==> src/rtl/syn_pcm_fetch_if.sv <==
// PCM read bus plus sample stream of the Fgyrus PCM fetch block.
// master = fetch block side, slave = PCM buffer / FFT front-end side.
interface syn_pcm_fetch_if #(
    parameter int unsigned DATA_W = 32,
    parameter int unsigned ADDR_W = 8
);
    logic [ADDR_W-1:0] pcm_addr;
    logic              pcm_rden;
    logic [DATA_W-1:0] pcm_rdata;
    logic              pcm_rd_valid;
    logic [DATA_W-1:0] smpl_data;
    logic              smpl_valid;
    logic              smpl_ready;
    logic              smpl_sof;
    logic              smpl_eof;

    modport master (
        output pcm_addr, pcm_rden, smpl_data, smpl_valid, smpl_sof, smpl_eof,
        input  pcm_rdata, pcm_rd_valid, smpl_ready
    );

    modport slave (
        input  pcm_addr, pcm_rden, smpl_data, smpl_valid, smpl_sof, smpl_eof,
        output pcm_rdata, pcm_rd_valid, smpl_ready
    );
endinterface

==> src/rtl/syn_pcm_fetch.sv <==
// Fgyrus PCM read master: fetches one frame from the PCM buffer on a new-frame edge and
// streams it out through a small credit-protected FIFO with sof/eof markers.
module syn_pcm_fetch #(
    parameter int unsigned DATA_W      = 32,
    parameter int unsigned ADDR_W      = 8,
    parameter int unsigned RD_DELAY    = 2,
    parameter int unsigned NUM_SAMPLES = 256,
    parameter int unsigned FIFO_DEPTH  = 4
) (
    input  logic            clk_ir,
    input  logic            rst_ih,
    input  logic            pcm_data_rdy,
    syn_pcm_fetch_if.master bus,
    output logic            busy,
    output logic            frame_done,
    output logic            missed_frame,
    output logic            rd_err
);
    localparam int unsigned CntW = $clog2(FIFO_DEPTH + 1);
    localparam int unsigned PtrW = $clog2(FIFO_DEPTH);
    localparam int unsigned IgnW = $clog2(RD_DELAY + 1);
    localparam logic [ADDR_W-1:0] LastIdx = ADDR_W'(NUM_SAMPLES - 1);

    typedef enum logic [1:0] {StIdle, StFetch, StDrain, StDone} state_e;

    state_e            state_q, state_d;
    logic              rdy_q;
    logic              rdy_rise;
    logic [ADDR_W-1:0] rd_addr_q, rd_addr_d;
    logic [ADDR_W-1:0] pcm_addr_q;
    logic              pcm_rden_q;
    logic [CntW-1:0]   outst_q;
    logic [CntW-1:0]   fifo_cnt_q;
    logic [PtrW-1:0]   wr_ptr_q, rd_ptr_q;
    logic [DATA_W-1:0] mem_q [FIFO_DEPTH];
    logic [ADDR_W-1:0] smpl_cnt_q;
    logic [IgnW-1:0]   ign_q;
    logic              rd_err_q;
    logic              valid, eof, issue, push, pop, rd_accept, stray;
    int unsigned       used;

    assign rdy_rise  = pcm_data_rdy & ~rdy_q;
    // Returns during the post-reset window belong to reads issued before reset.
    assign rd_accept = bus.pcm_rd_valid && (ign_q == '0);
    assign push      = rd_accept && (outst_q != '0);
    assign stray     = rd_accept && (outst_q == '0);
    assign valid     = (fifo_cnt_q != '0);
    assign eof       = valid && (smpl_cnt_q == LastIdx);
    assign pop       = valid && bus.smpl_ready;

    // Slot accounting: every issued read holds a slot until its sample pops; a pop in this
    // cycle frees its slot for the read issued now, sustaining one read per cycle.
    always_comb begin
        used  = 32'(fifo_cnt_q) + 32'(outst_q) - 32'(pop);
        issue = (state_q == StFetch) && (used < FIFO_DEPTH);
    end

    always_comb begin
        state_d      = state_q;
        rd_addr_d    = rd_addr_q;
        busy         = 1'b0;
        frame_done   = 1'b0;
        missed_frame = 1'b0;
        unique case (state_q)
            StIdle: begin
                if (rdy_rise) begin
                    state_d   = StFetch;
                    rd_addr_d = '0;
                end
            end
            StFetch: begin
                busy         = 1'b1;
                missed_frame = rdy_rise;
                if (issue) begin
                    rd_addr_d = rd_addr_q + 1'b1;
                    if (rd_addr_q == LastIdx) state_d = StDrain;
                end
            end
            StDrain: begin
                busy         = 1'b1;
                missed_frame = rdy_rise;
                if (pop && eof) state_d = StDone;
            end
            StDone: begin
                frame_done = 1'b1;
                if (rdy_rise) begin
                    state_d   = StFetch;
                    rd_addr_d = '0;
                end else begin
                    state_d = StIdle;
                end
            end
            default: state_d = StIdle;
        endcase
    end

    always_ff @(posedge clk_ir) begin
        if (rst_ih) begin
            state_q    <= StIdle;
            rdy_q      <= 1'b0;
            rd_addr_q  <= '0;
            pcm_addr_q <= '0;
            pcm_rden_q <= 1'b0;
            outst_q    <= '0;
            fifo_cnt_q <= '0;
            wr_ptr_q   <= '0;
            rd_ptr_q   <= '0;
            smpl_cnt_q <= '0;
            ign_q      <= IgnW'(RD_DELAY);
            rd_err_q   <= 1'b0;
        end else begin
            state_q    <= state_d;
            rdy_q      <= pcm_data_rdy;
            rd_addr_q  <= rd_addr_d;
            pcm_rden_q <= issue;
            if (issue) pcm_addr_q <= rd_addr_q;
            unique case ({issue, push})
                2'b10:   outst_q <= outst_q + CntW'(1);
                2'b01:   outst_q <= outst_q - CntW'(1);
                default: outst_q <= outst_q;
            endcase
            fifo_cnt_q <= fifo_cnt_q + CntW'(push) - CntW'(pop);
            if (push) wr_ptr_q <= wr_ptr_q + 1'b1;
            if (pop) begin
                rd_ptr_q   <= rd_ptr_q + 1'b1;
                smpl_cnt_q <= eof ? '0 : smpl_cnt_q + 1'b1;
            end
            if (ign_q != '0) ign_q <= ign_q - 1'b1;
            if (stray) rd_err_q <= 1'b1;
        end
    end

    always_ff @(posedge clk_ir) begin
        if (push) mem_q[wr_ptr_q] <= bus.pcm_rdata;
    end

    assign bus.pcm_addr   = pcm_addr_q;
    assign bus.pcm_rden   = pcm_rden_q;
    assign bus.smpl_valid = valid;
    assign bus.smpl_data  = valid ? mem_q[rd_ptr_q] : '0;
    assign bus.smpl_sof   = valid && (smpl_cnt_q == '0);
    assign bus.smpl_eof   = eof;
    assign rd_err         = rd_err_q;
endmodule

==> src/flat_wrapper.sv <==
// flat-port wrapper written by rule: the top's interface ports become plain ports
module syn_pcm_fetch_flat 
#(
    parameter int unsigned DATA_W      = 32,
    parameter int unsigned ADDR_W      = 8,
    parameter int unsigned RD_DELAY    = 2,
    parameter int unsigned NUM_SAMPLES = 256,
    parameter int unsigned FIFO_DEPTH  = 4
)
  (clk_ir, rst_ih, pcm_data_rdy, busy, frame_done, missed_frame, rd_err, bus_pcm_addr, bus_pcm_rden, bus_smpl_data, bus_smpl_valid, bus_smpl_sof, bus_smpl_eof, bus_pcm_rdata, bus_pcm_rd_valid, bus_smpl_ready);
  syn_pcm_fetch_if #(.DATA_W(DATA_W), .ADDR_W(ADDR_W)) bus_i ();
  input  logic clk_ir;
  input  logic rst_ih;
  input  logic pcm_data_rdy;
  output logic busy;
  output logic frame_done;
  output logic missed_frame;
  output logic rd_err;
  output wire logic [$bits(bus_i.pcm_addr)-1:0] bus_pcm_addr;
  output wire logic [$bits(bus_i.pcm_rden)-1:0] bus_pcm_rden;
  output wire logic [$bits(bus_i.smpl_data)-1:0] bus_smpl_data;
  output wire logic [$bits(bus_i.smpl_valid)-1:0] bus_smpl_valid;
  output wire logic [$bits(bus_i.smpl_sof)-1:0] bus_smpl_sof;
  output wire logic [$bits(bus_i.smpl_eof)-1:0] bus_smpl_eof;
  input wire logic [$bits(bus_i.pcm_rdata)-1:0] bus_pcm_rdata;
  input wire logic [$bits(bus_i.pcm_rd_valid)-1:0] bus_pcm_rd_valid;
  input wire logic [$bits(bus_i.smpl_ready)-1:0] bus_smpl_ready;
  assign bus_pcm_addr = bus_i.pcm_addr;
  assign bus_pcm_rden = bus_i.pcm_rden;
  assign bus_smpl_data = bus_i.smpl_data;
  assign bus_smpl_valid = bus_i.smpl_valid;
  assign bus_smpl_sof = bus_i.smpl_sof;
  assign bus_smpl_eof = bus_i.smpl_eof;
  assign bus_i.pcm_rdata = bus_pcm_rdata;
  assign bus_i.pcm_rd_valid = bus_pcm_rd_valid;
  assign bus_i.smpl_ready = bus_smpl_ready;
  syn_pcm_fetch #(.DATA_W(DATA_W), .ADDR_W(ADDR_W), .RD_DELAY(RD_DELAY), .NUM_SAMPLES(NUM_SAMPLES), .FIFO_DEPTH(FIFO_DEPTH)) u_core (.clk_ir(clk_ir), .rst_ih(rst_ih), .pcm_data_rdy(pcm_data_rdy), .bus(bus_i), .busy(busy), .frame_done(frame_done), .missed_frame(missed_frame), .rd_err(rd_err));
endmodule
==> config.mk <==
export PLATFORM = sky130hd
export DESIGN_NAME = syn_pcm_fetch_flat
export DESIGN_NICKNAME = d
export VERILOG_FILES = /design/src/rtl/syn_pcm_fetch_if.sv /design/src/rtl/syn_pcm_fetch.sv /design/src/flat_wrapper.sv
export SDC_FILE = /design/constraint.sdc
export NUM_CORES = 1
export LEC_CHECK = 0
export CAP_MARGIN = 20
export CORE_MARGIN = 4
export CORE_UTILIZATION = 35
export CTS_CLUSTER_SIZE = 10
export DETAILED_ROUTE_END_ITERATION = 8
export SYNTH_ARGS = -nofsm -noshare
export SYNTH_HDL_FRONTEND = slang
export SYNTH_SLANG_ARGS = --single-unit
==> constraint.sdc <==
create_clock -name clk_ir -period 9 [get_ports clk_ir]
set_clock_uncertainty 0.15 [all_clocks]
set_input_delay 1.35 -clock clk_ir [delete_from_list [all_inputs] [get_ports clk_ir]]
set_output_delay 1.35 -clock clk_ir [all_outputs]
set_load 0.05 [all_outputs]
Yosys cells after proc, flatten, opt, wreduce, memory -nomap -nowiden
Memory sizes are Yosys's and may differ from the RTL's. A register that Yosys moved wholly into a read port is not among the register bits.
Index checks and enable logic that the tools add are counted.
{ "totals": {"register_bits": 41, "latch_bits": 0, "ram_bits": 128, "mem_bits_ro": 0, "elab_cells": 79, "memories": 1} }
{ "memory_table": {"columns": ["memory", "depth", "width", "rd", "rd_clocked_by_memory_dff", "write_ports", "line_no", "source"], "rows": [
  ["u_core.mem_q", 4, 32, 1, 1, 1, "syn_pcm_fetch.sv:35", "logic [DATA_W-1:0] mem_q [FIFO_DEPTH];"]
]} }
{ "op_classes": {"n_addsub": 11, "n_mul": 0, "div_mod_pow": 0, "n_lt_le_gt_ge": 1, "eq_ne": 12, "shifts": 0, "n_mux": 19, "bitwise_logic": 2, "n_reduce_logical": 21} }
{ "op_table": {"columns": ["operator", "n"], "rows": [
  ["less-than comparator 32 x 3 -> 1 bit, second input constant", 1],
  ["two-way mux 32 bit", 1],
  ["subtractor 32 x 1 -> 32 bit", 1],
  ["two-way mux 8 bit", 3],
  ["adder 8 x 1 -> 8 bit, second input constant", 2],
  ["equality test 8 bit, second input constant", 2],
  ["one-hot mux 8 bit (2 select lines)", 1],
  ["two-way mux 2 bit", 6],
  ["logical AND 1 bit", 8],
  ["logical NOT 8 bit", 1],
  ["!= test 2 x 1 -> 1 bit, second input constant", 4],
  ["one-hot mux 2 bit (4 select lines)", 1],
  ["equality test 2 bit, second input constant", 3],
  ["two-way mux 1 bit", 6],
  ["one-hot mux 3 bit (2 select lines)", 1],
  ["nonzero test 2 bit", 3],
  ["nonzero test 3 bit", 2],
  ["adder 2 x 1 -> 2 bit, second input constant", 2],
  ["adder 3 x 3 -> 4 bit", 1],
  ["equality test 2 x 1 -> 1 bit, second input constant", 2],
  ["logical NOT 2 bit", 2],
  ["AND reduction 4 bit", 1],
  ["OR reduction 2 bit", 2],
  ["adder 3 x 1 -> 3 bit", 1],
  ["9 further kinds", 9]
]} }

Longest topological paths before layout
Gate-level depths: netlist of run 1.
{ "logic_depth": {"word_depth": 7, "mapped_depth": 15, "mapped_depth_nobuf": 14} }

Least setup slack after synthesis of run 1
No wires, ideal clock.
{ "synth_timing": {"path_kind": "input-to-reg", "from": "input bus_smpl_ready", "to": "register u_core.outst_q[2]", "setup_time_ns": 0.070, "t_arrival_ns": 3.695, "path_slack_ns": 5.085, "stages": 13, "n_path_buf": 1, "path_cell_list": "o31ai_4 nor4_1 ha_1 nor2b_1 nand4_1 a21bo_2 buf_2 ha_1 inv_1 fa_1 xor2_1 or3_1 a21oi_1"} }
{ "synth_between": {"elab_chain_cells": 6} }
{ "synth_lines": {"columns": ["item", "line_no", "source"], "rows": [
  ["from (decl)", "flat_wrapper.sv:27", "input wire logic [$bits(bus_i.smpl_ready)-1:0] bus_smpl_ready;"],
  ["logical AND 1 bit (*)", "syn_pcm_fetch.sv:49", "assign pop = valid && bus.smpl_ready;"],
  ["subtractor 32 x 1 -> 32 bit (*)", "syn_pcm_fetch.sv:54", "used = 32'(fifo_cnt_q) + 32'(outst_q) - 32'(pop);"],
  ["less-than comparator 32 x 3 -> 1 bit (*)", "syn_pcm_fetch.sv:55", "issue = (state_q == StFetch) && (used < FIFO_DEPTH);"],
  ["logical AND 1 bit (*)", "syn_pcm_fetch.sv:55", null],
  ["equality test 2 x 1 -> 1 bit or equality test 2 bit (tied branches)", "syn_pcm_fetch.sv:117", "unique case ({issue, push})"],
  ["one-hot mux 3 bit (2 select lines) or nonzero test 2 bit (tied branches)", null, null],
  ["to (signal assigned)", "syn_pcm_fetch.sv:118", "2'b10: outst_q <= outst_q + CntW'(1);"],
  ["to (signal assigned)", "syn_pcm_fetch.sv:119", "2'b01: outst_q <= outst_q - CntW'(1);"],
  ["to (signal assigned)", "syn_pcm_fetch.sv:120", "default: outst_q <= outst_q;"],
  ["to (decl)", "syn_pcm_fetch.sv:32", "logic [CntW-1:0] outst_q;"]
]} }
Every way passes the cells marked *; elsewhere a longest branch is shown, timed or not.
A chain may end at the register's enable or synchronous reset.

Worst setup path in the final report of run 1
{ "layout_timing": {"from": "input pcm_data_rdy", "to": "output missed_frame"} }
{ "layout_between": {"elab_chain_cells": 2} }
{ "layout_lines": {"columns": ["item", "line_no", "source"], "rows": [
  ["from (decl)", "flat_wrapper.sv:14", "input logic pcm_data_rdy;"],
  ["AND 1 bit", "syn_pcm_fetch.sv:42", "assign rdy_rise = pcm_data_rdy & ~rdy_q;"],
  ["two-way mux 1 bit", "syn_pcm_fetch.sv:64", "unique case (state_q)"],
  ["to (decl)", "flat_wrapper.sv:17", "output logic missed_frame;"]
]} }
Every way passes these cells.

==> results of run 1 <==
## kinds of logic (layout without fill, tap and decap cells)
family | count (synthesis) | count (layout) | share of synthesized area, %
buf+inv | 39 | 138 | 2.10
simple gates | 119 | 119 | 8.89
mux | 43 | 43 | 11.9
flops | 171 | 171 | 67.0
fa+ha+maj | 22 | 22 | 4.24
compound gates | 44 | 44 | 4.28
xor+xnor | 13 | 13 | 1.62
## routing by layer
layer / global-route usage, % / up-vias / part of all wire (%)
met1: 16.4 / 2019 / 44
met4: 4.94 / 0 / 1.2
met5: 0 / - / 0
li1: - / 1875 / -
met3: 3.30 / 12 / 5.5
met2: 21.6 / 122 / 49
## final timing paths
check                                           from                end  slack [ns]  cells after the start
worst max-delay path                    pcm_data_rdy       missed_frame        4.64                      4
worst min-delay path                   u_core.rd_err      u_core.rd_err        0.33                      2
worst max register to register  u_core.fifo_cnt_q[0]  u_core.outst_q[2]        5.08                     13
worst min register to register         u_core.rd_err      u_core.rd_err        0.33                      2
## cell type report
type / count / area share [%]
sequential: 171 / 53.9
multi-input combinational: 241 / 24.9
timing repair buffer: 88 / 9.97
clock buffer: 17 / 4.87
tap: 265 / 3.79
clock inverter: 14 / 1.83
inverter: 19 / 0.816
## worst register-to-register path: stages (launching register included)
cell and delay [ns]:
dfxtp_1 0.44, ha_1 0.23, fa_1 0.45, nor4_1 0.33, ha_1 0.31, nor2b_1 0.14
nand4_1 0.13, a21bo_2 0.36, ha_1 0.25, inv_1 0.07, fa_1 0.37, xor2_1 0.16
or3_1 0.32, a21oi_1 0.15
## through the flow
stage / hold slack (ns) / instances / area [sq um] / util (%)
3_3_place_gp: 0.320 / 784 / 8150 / 41.6
6_report: 0.334 / 815 / 8740 / 44.6
3_5_place_dp: 0.323 / 784 / 8150 / 41.6
5_1_grt: 0.365 / 815 / 8740 / 44.6
4_1_cts: 0.339 / 815 / 8740 / 44.6
2_1_floorplan: 0.315 / 451 / 7020 / -
## placed cells by master, fill, tap and decap left out, types with 5 or more instances in the layout
master	Yosys	final
nand3_1	9	9
and2_1	36	32
nor2_1	33	33
a21oi_1	13	13
ha_1	19	19
nand4_1	5	5
mux2i_1	10	10
xor2_1	9	9
or3_1	9	9
dfxtp_1	43	42
clkdlybuf4s50_1	0	84
inv_1	18	18
o21ai_0	9	9
mux4_2	32	32
edfxtp_1	128	128
clkbuf_16	0	17
nand2_1	13	13
## flip-flops by register name, indices dropped and copies added, names as in the netlist, named ones only
register,count
u_core.mem_q,128
u_core.bus.pcm_addr,8
u_core.rd_addr_q,8
u_core.smpl_cnt_q,8
u_core.fifo_cnt_q,3
u_core.outst_q,3
u_core.ign_q,2
u_core.rd_ptr_q,2
u_core.state_q,2
u_core.wr_ptr_q,2
u_core.bus.pcm_rden,1
u_core.rd_err,1
u_core.rdy_q,1
## report_power, final
group	switching (mW)	internal, mW
registers	0.0333	0.884
clock network	0.308	0.414
logic	0.593	0.366
==> results.md, run 1 <==
* Top post-synthesis cells by area: edfxtp_1 55%, dfxtp_1 12%, mux4_2 10%
* Iter 0 DRT Violations at 203
* CTS tree: yes
* Via/cell ratio at 4.94
* Maximum vdd drop at between 150 and 200 uV
* Layout cells sized above 1 at between 10 and 15%
* Syn_nets at 510
* I/O pin cnt at between 80 and 90
* Crit Path Category: in2out
* Post-synth top flop: edfxtp_1
* Register area share after synthesis at 67.0%
* Vias after detailed routing at 4028
* Crit-path max FO at 4
* Cells after Synth at 451
* Place WS at approximately 4.3 ns
* Setup TNS at 0 ns
* Post-CTS setup buffers at 0
* Slew @ Worst Pin at 0.940 ns
* Worst Path Required at 7.50 ns
* Die X at 150 um
* Multi-input gate area at 0.00217 sq mm
* DRT Pass-1 Iters at 4
* FF+latch count, synth at 171
* Post-route minimum period at 4.36 ns
* Synth async-reset ratio at 0%
* Clock-pin slew on the worst setup and hold paths at roughly 0.06 ns
* GRT Util Overall at 13.0%
* Startpoint Class: primary input
* Synth top area share at 54.7%
* Largest net degree at the start of global routing at 37
* # rows at about 50
* Port bufs at 84
* Synth Area per Inst at 15.6 sq um
* Status: completed
* Wire length of the first global-routing pass at 22400 um
* Unique cell type count in the Yosys netlist at 45
* Ant. Diodes at 0
* Initial antenna violation count at 0
* Vias in the first global route at roughly 4200
* Relative slew slack at around 37%
* Worst path slowest cell: clkdlybuf4s50_1
* Synth Cell Area at 0.00702 sq mm
* Yosys warning count at 0
* CP dominant cell by count: clkdlybuf4s50_1
* Max Cap Viol at 0
* Placer Congestion at 0.793
* Final Hold Fails at 0
* Die Ht at 150 um
* Max incr delay on CP at 0.81 ns
* Crit-path cells: clkdlybuf4s50_1, nand2b_1, nor2_1, clkdlybuf4s50_1
* Peak Freq at 0.229 GHz
* Most frequent cells after synthesis: 128 x edfxtp_1, 43 x dfxtp_1, 36 x and2_1
* Later-pin clock latency in the skew report at 0.42 ns
* Final worst slack at 4.64 ns
* Synth-to-Final Area Change at 24.5%
* Period Utilization, post-route at about half
* CTS buffer count at 17
* CTS H-tree lvls at 4
* Setup violations, final at 0
* Die Area at 0.0224 sq mm
* Slew Limit Fails at 0
* Clock Root Buffer: clkbuf_16
* Final WL at approximately 14000 um
* Post-route ant nets at 0
* GR Overflow Total at 0
* Nets at just under 600
* Hold Path Class: reg2reg
* Cts hold-fix bufs at 0
* Core Region at 0.0196 sq mm
* Cell taking the most area after synthesis: edfxtp_1
* DP HPWL at between 8000 and 9000 um
* Count leader, synth: edfxtp_1
* Top delay family on crit path: buffers and inverters
* CP bufs+invs at 2
* DRC viols at 0
* Post-synth EDFFs at 128
* Sequential Area at around 0.0047 sq mm
* Pleak at slightly below 3 nW
* Initial Utilization at 35.8%
* Drt wl/cell at 17.0 um
* Final Power at 2.60 mW
* CP arrival at about 2.9 ns
* Post-CTS Resized at 0
* Clk sink count at 171
* CP Capture Type: output port
* Fillers at 1747
* RSZ-0062 raised after global routing: false
* CTS max path bufs at 2
* Cell Pwr Density at 297 mW/mm^2
No activity file was read; power rests on OpenSTA's default activity.
==> inputs of run 2 (changes only) <==
Clock period 9 ns to 3.5 ns, I/O delays scaled along.
==> results.md, run 2 (synthesis gave the netlist of run 1 again) <==
* Final WL at 14100 um
* Clock Root Buffer: clkbuf_16
* Clock-pin slew on the worst setup and hold paths at approximately 0.070 ns
* Relative slew slack at a little under 50%
* DP HPWL at 8710 um
* Setup violations, final at 0
* Maximum vdd drop at 527 uV
* Crit Path Category: reg2reg
* GR Overflow Total at 0
* CTS max path bufs at 2
* Iter 0 DRT Violations at 191
* Most frequent cells in the layout: 128 x edfxtp_1, 78 x clkdlybuf4s50_1, 40 x dfxtp_1, 33 x nor2_1
* Die X at 150 um
* Initial antenna violation count at 0
* Later-pin clock latency in the skew report at about 0.42 ns
* Placer Congestion at about 0.81
* Status: completed
* Top reg by flops: u_core.mem_q
* # rows at 51
* Fillers at 1743
* CP Capture Type: register
* I/O pin cnt at 85
* Final worst slack at between 0.1 and 0.15 ns
* CP arrival at 3.60 ns
* GRT Util Overall at 13.0%
* Wire length of the first global-routing pass at 22200 um
* Peak Freq at 0.295 GHz
* Largest net degree at the start of global routing at 35
* Worst Path Required at around 3.7 ns
* Slew Limit Fails at 0
* Cell Pwr Density at 760 mW/mm^2
* Non-filler cells, final at just over 800
* Ant. Diodes at 0
* CTS tree: yes
* Die Area at 0.0224 sq mm
* Pleak at 3.01 nW
* DRT Pass-1 Iters at 4
* Vias in the first global route at approximately 4300
* DRC viols at 0
* CTS H-tree lvls at 4
* Cts hold-fix bufs at 0
* Slew @ Worst Pin at 0.766 ns
* Initial Utilization at a little over a third
* Hold Path Class: reg2reg
* Post-route ant nets at 0
* Core Region at 0.0196 sq mm
* Crit-path max FO at 2
* Setup TNS at 0 ns
* Placed insts at 794
* Nets at about 600
* Clk sink count at 171
* Drt wl/cell at approximately 17 um
* Port bufs at 84
* Most common cell after layout, fill and taps aside: edfxtp_1
* Vias after detailed routing at 4036
* Die Ht at about 150 um
* Max FFs per register at 128
* Final Hold Fails at 0
* Place WS at -0.0484 ns
* Post-route minimum period at approximately 3.4 ns
* Period Utilization, post-route at 96.8%
* Synth-to-Final Area Change at 26.4%
* CTS buffer count at 17
* Via/cell ratio at between 4 and 5
* Startpoint Class: register
* Layout cells sized above 1 at 18.5%
* Max Cap Viol at 0
-- run 2: changes by cell type in the layout (fill, tap and decap cells not counted), sizes merged --
cell,delta
clkinv,-1
inv,+1
buf,+17
clkdlybuf4s50,-6
bufinv,-2
clkinvlp,+3
-- run 2: critical path: stages (launching register included) --
cell and delay, ns:
dfxtp_1 0.34, ha_4 0.18, fa_2 0.49, nor4_4 0.26, ha_1 0.27, nor2b_1 0.14
nand4_1 0.10, a21bo_2 0.18, ha_4 0.13, inv_1 0.05, fa_2 0.33, xor2_1 0.15
or3_1 0.39, a21oi_2 0.14
-- run 2: power by group --
group	internal, mW	switching (mW)	total, mW
Sequential	2.28	0.0729	2.35
Combinational	1.03	1.59	2.62
Clock	0.936	0.840	1.78
-- run 2: what timing repair did --
item / CTS / global route
endpoints found under the setup margin: 1 / 3
gates resized for setup: 1 / 12
setup buffers: 0 / 1
pin swaps: 0 / 6
-- run 2: area by class of cell --
| cell class | count | area [sq um] | area share (%) |
|---|---|---|---|
| clock inverters | 15 | 134 | 1.51 |
| inverters | 19 | 71.3 | 0.803 |
| repair buffers | 99 | 963 | 10.9 |
| well taps | 265 | 332 | 3.74 |
| clock buffers | 17 | 425 | 4.79 |
| multi-input cells | 241 | 2240 | 25.2 |
| flip-flops and latches | 171 | 4710 | 53.1 |
-- run 2: worst paths after layout --
path | startpoint | endpoint | slack (ns) | cells after the start
max | u_core.fifo_cnt_q[0] | u_core.outst_q[2] | 0.11 | 13
min | u_core.rd_err | u_core.rd_err | 0.34 | 2
max reg2reg | u_core.fifo_cnt_q[0] | u_core.outst_q[2] | 0.11 | 13
min reg2reg | u_core.rd_err | u_core.rd_err | 0.34 | 2
-- run 2: metrics by stage --
stage / hold slack [ns] / cell area, sq um / total power, mW / util (%)
finish: 0.336 / 8880 / 6.75 / 45.3
global route: 0.374 / 8880 / 7.10 / 45.3
CTS: 0.350 / 8800 / 6.77 / 44.9
detailed placement: 0.334 / 8240 / 4.97 / 42.1
global placement: 0.330 / 8240 / 4.93 / 42.1
floorplan: 0.315 / 7020 / 4.16 / -
-- run 2: metal layers --
metal  track usage [%]  up-vias  share of wire (%)
met1              15.9     2039                 43
li1                  -     1903                  -
met2              22.2       78                 51
met3              4.00       16                4.6
met5                 0        -                  0
met4              3.89        0                1.3
==> inputs of run 3 (changes only) <==
Settings changed: SETUP_SLACK_MARGIN from default to 0.4.
==> results.md, run 3 (synthesis gave the netlist of run 1 again) <==
* Status: completed
* Later-pin clock latency in the skew report at 0.42 ns
* Core Region at 0.0196 sq mm
* Relative slew slack at 62.6%
* Post-route minimum period at 3.22 ns
* Wire length of the first global-routing pass at 22500 um
* Iter 0 DRT Violations at between 150 and 200
* Maximum vdd drop at 436 uV
* Startpoint Class: register
* Setup TNS at 0 ns
* Worst Path Required at 3.70 ns
* Cell Pwr Density at 746 mW/mm^2
* Max Cap Viol at 0
* CP arrival at 3.42 ns
* Port bufs at 84
* DRT Pass-1 Iters at 7
* Hold Path Class: reg2reg
* Hold Path End: u_core.rd_err
* Layout cells sized above 1 at between 10% and 20%
* Post-layout instance area at 0.00888 sq mm
* Post-route ant nets at 0
* # rows at a little over 50
* R2R Setup Slk at 0.28 ns
* DP HPWL at 8980 um
* Most frequent cells in the layout: 128 x edfxtp_1, 49 x clkdlybuf4s50_1, 38 x dfxtp_1, 33 x dlygate4sd2_1
* Nets at between 600 and 700
* GR Overflow Total at 0
* Vias after detailed routing at roughly 4000
* DRC viols at 0
* Clk sink count at 171
* CTS max path bufs at 2
* Cts hold-fix bufs at 0
* Peak Freq at slightly above 0.3 GHz
* Final WL at 14100 um
* Crit Path Category: reg2reg
* Synth-to-Final Area Change at 26.6%
* Placer Congestion at 0.770
* Final Hold Fails at 0
* Vias in the first global route at 4325
* Slew Limit Fails at 0
* Max FFs per register at around 130
* Via/cell ratio at 4.88
* Drt wl/cell at 17.0 um
* Clock Root Buffer: clkbuf_16
* Slew @ Worst Pin at 0.564 ns
* Die X at 150 um
* RSZ-0062 raised after global routing: true
* Pleak at ~3.1 nW
* CTS H-tree lvls at 4
* Crit-path max FO at 3
* GRT Util Overall at 13.1%
* Most common cell after layout, fill and taps aside: edfxtp_1
* CTS tree: yes
* Ant. Diodes at 0
* Clock-pin slew on the worst setup and hold paths at 0.06 ns
* Top reg by flops: u_core.mem_q
* Reg2reg end: u_core.outst_q[2]
* Largest net degree at the start of global routing at 33
* Die Area at between 0.02 and 0.025 sq mm
* Initial antenna violation count at 0
* CTS buffer count at 17
* Die Ht at between 100 and 150 um
* Period Utilization, post-route at 92.0%
* CP Capture Type: register
* Setup violations, final at 0
* Reg2reg path depth at 14
* I/O pin cnt at 85
* FF-to-FF Start: u_core.fifo_cnt_q[0]
* Hold Startpoint: u_core.rd_err
* Placed Area at slightly above 0.008 sq mm
* Hold Crit Depth at 2
* Initial Utilization at 35.8%
[run 3: cell type report]
type	instances	area (sq um)
inverters	19	71.3
repair buffers	101	985
clock buffers	18	429
fillers	1747	10700
clock inverters	14	131
multi-input cells	241	2220
flip-flops and latches	171	4720
well taps	265	332
[run 3: worst max path at each step]
stage | startpoint | endpoint | slack (ns) | depth (start not counted)
after floorplan | u_core.fifo_cnt_q[0] | u_core.outst_q[2] | 0.27 | 14
after global routing | u_core.fifo_cnt_q[0] | u_core.outst_q[2] | 0.15 | 13
after CTS | u_core.fifo_cnt_q[0] | u_core.outst_q[2] | 0.22 | 13
after global placement | bus_smpl_ready | u_core.outst_q[2] | 0.14 | 13
final | u_core.fifo_cnt_q[0] | u_core.outst_q[2] | 0.28 | 14
after detailed placement | bus_smpl_ready | u_core.outst_q[2] | 0.07 | 13
[run 3: timing repair]
action / CTS / global route
endpoints found under the setup margin: 38 / 9
endpoints found under the hold margin: 0 / 0
pin swaps: 5 / 9
gates resized for setup: 35 / 3
setup buffers: 3 / 3
[run 3: critical path, cell delays in order (launching register included)]
cell      delay, ns
dfxtp_4        0.35
ha_4           0.16
fa_2           0.38
xor2_2         0.18
nor4_2         0.05
ha_1           0.29
inv_1          0.04
a2111o_1       0.41
a21bo_2        0.23
ha_4           0.17
inv_2          0.05
fa_2           0.18
xor2_1         0.07
or3_1          0.31
a21oi_1        0.12
[run 3: power by group]
group	switching, mW	internal, mW
clock network	0.838	0.940
registers	0.0812	2.28
logic	1.56	0.925
total	2.48	4.14
[run 3: routing by layer]
layer	track usage (%)	part of all wire, %	vias up
met3	3.63	4.6	16
met4	3.89	1.2	0
met1	15.9	43	2042
li1	-	-	1898
met5	0	0	-
met2	22.9	51	93
[run 3: stage by stage]
stage               hold WS, ns  utilization, %  worst slack [ns]  total power, mW  instances
floorplan                 0.315               -             0.270             4.20        451
global placement          0.311            42.4             0.140             4.96        791
detailed placement        0.313            42.4            0.0747             5.00        791
CTS                       0.328            45.2             0.225             6.68        826
global route              0.375            45.4             0.155             6.96        829
finish                    0.321            45.4             0.282             6.63        829
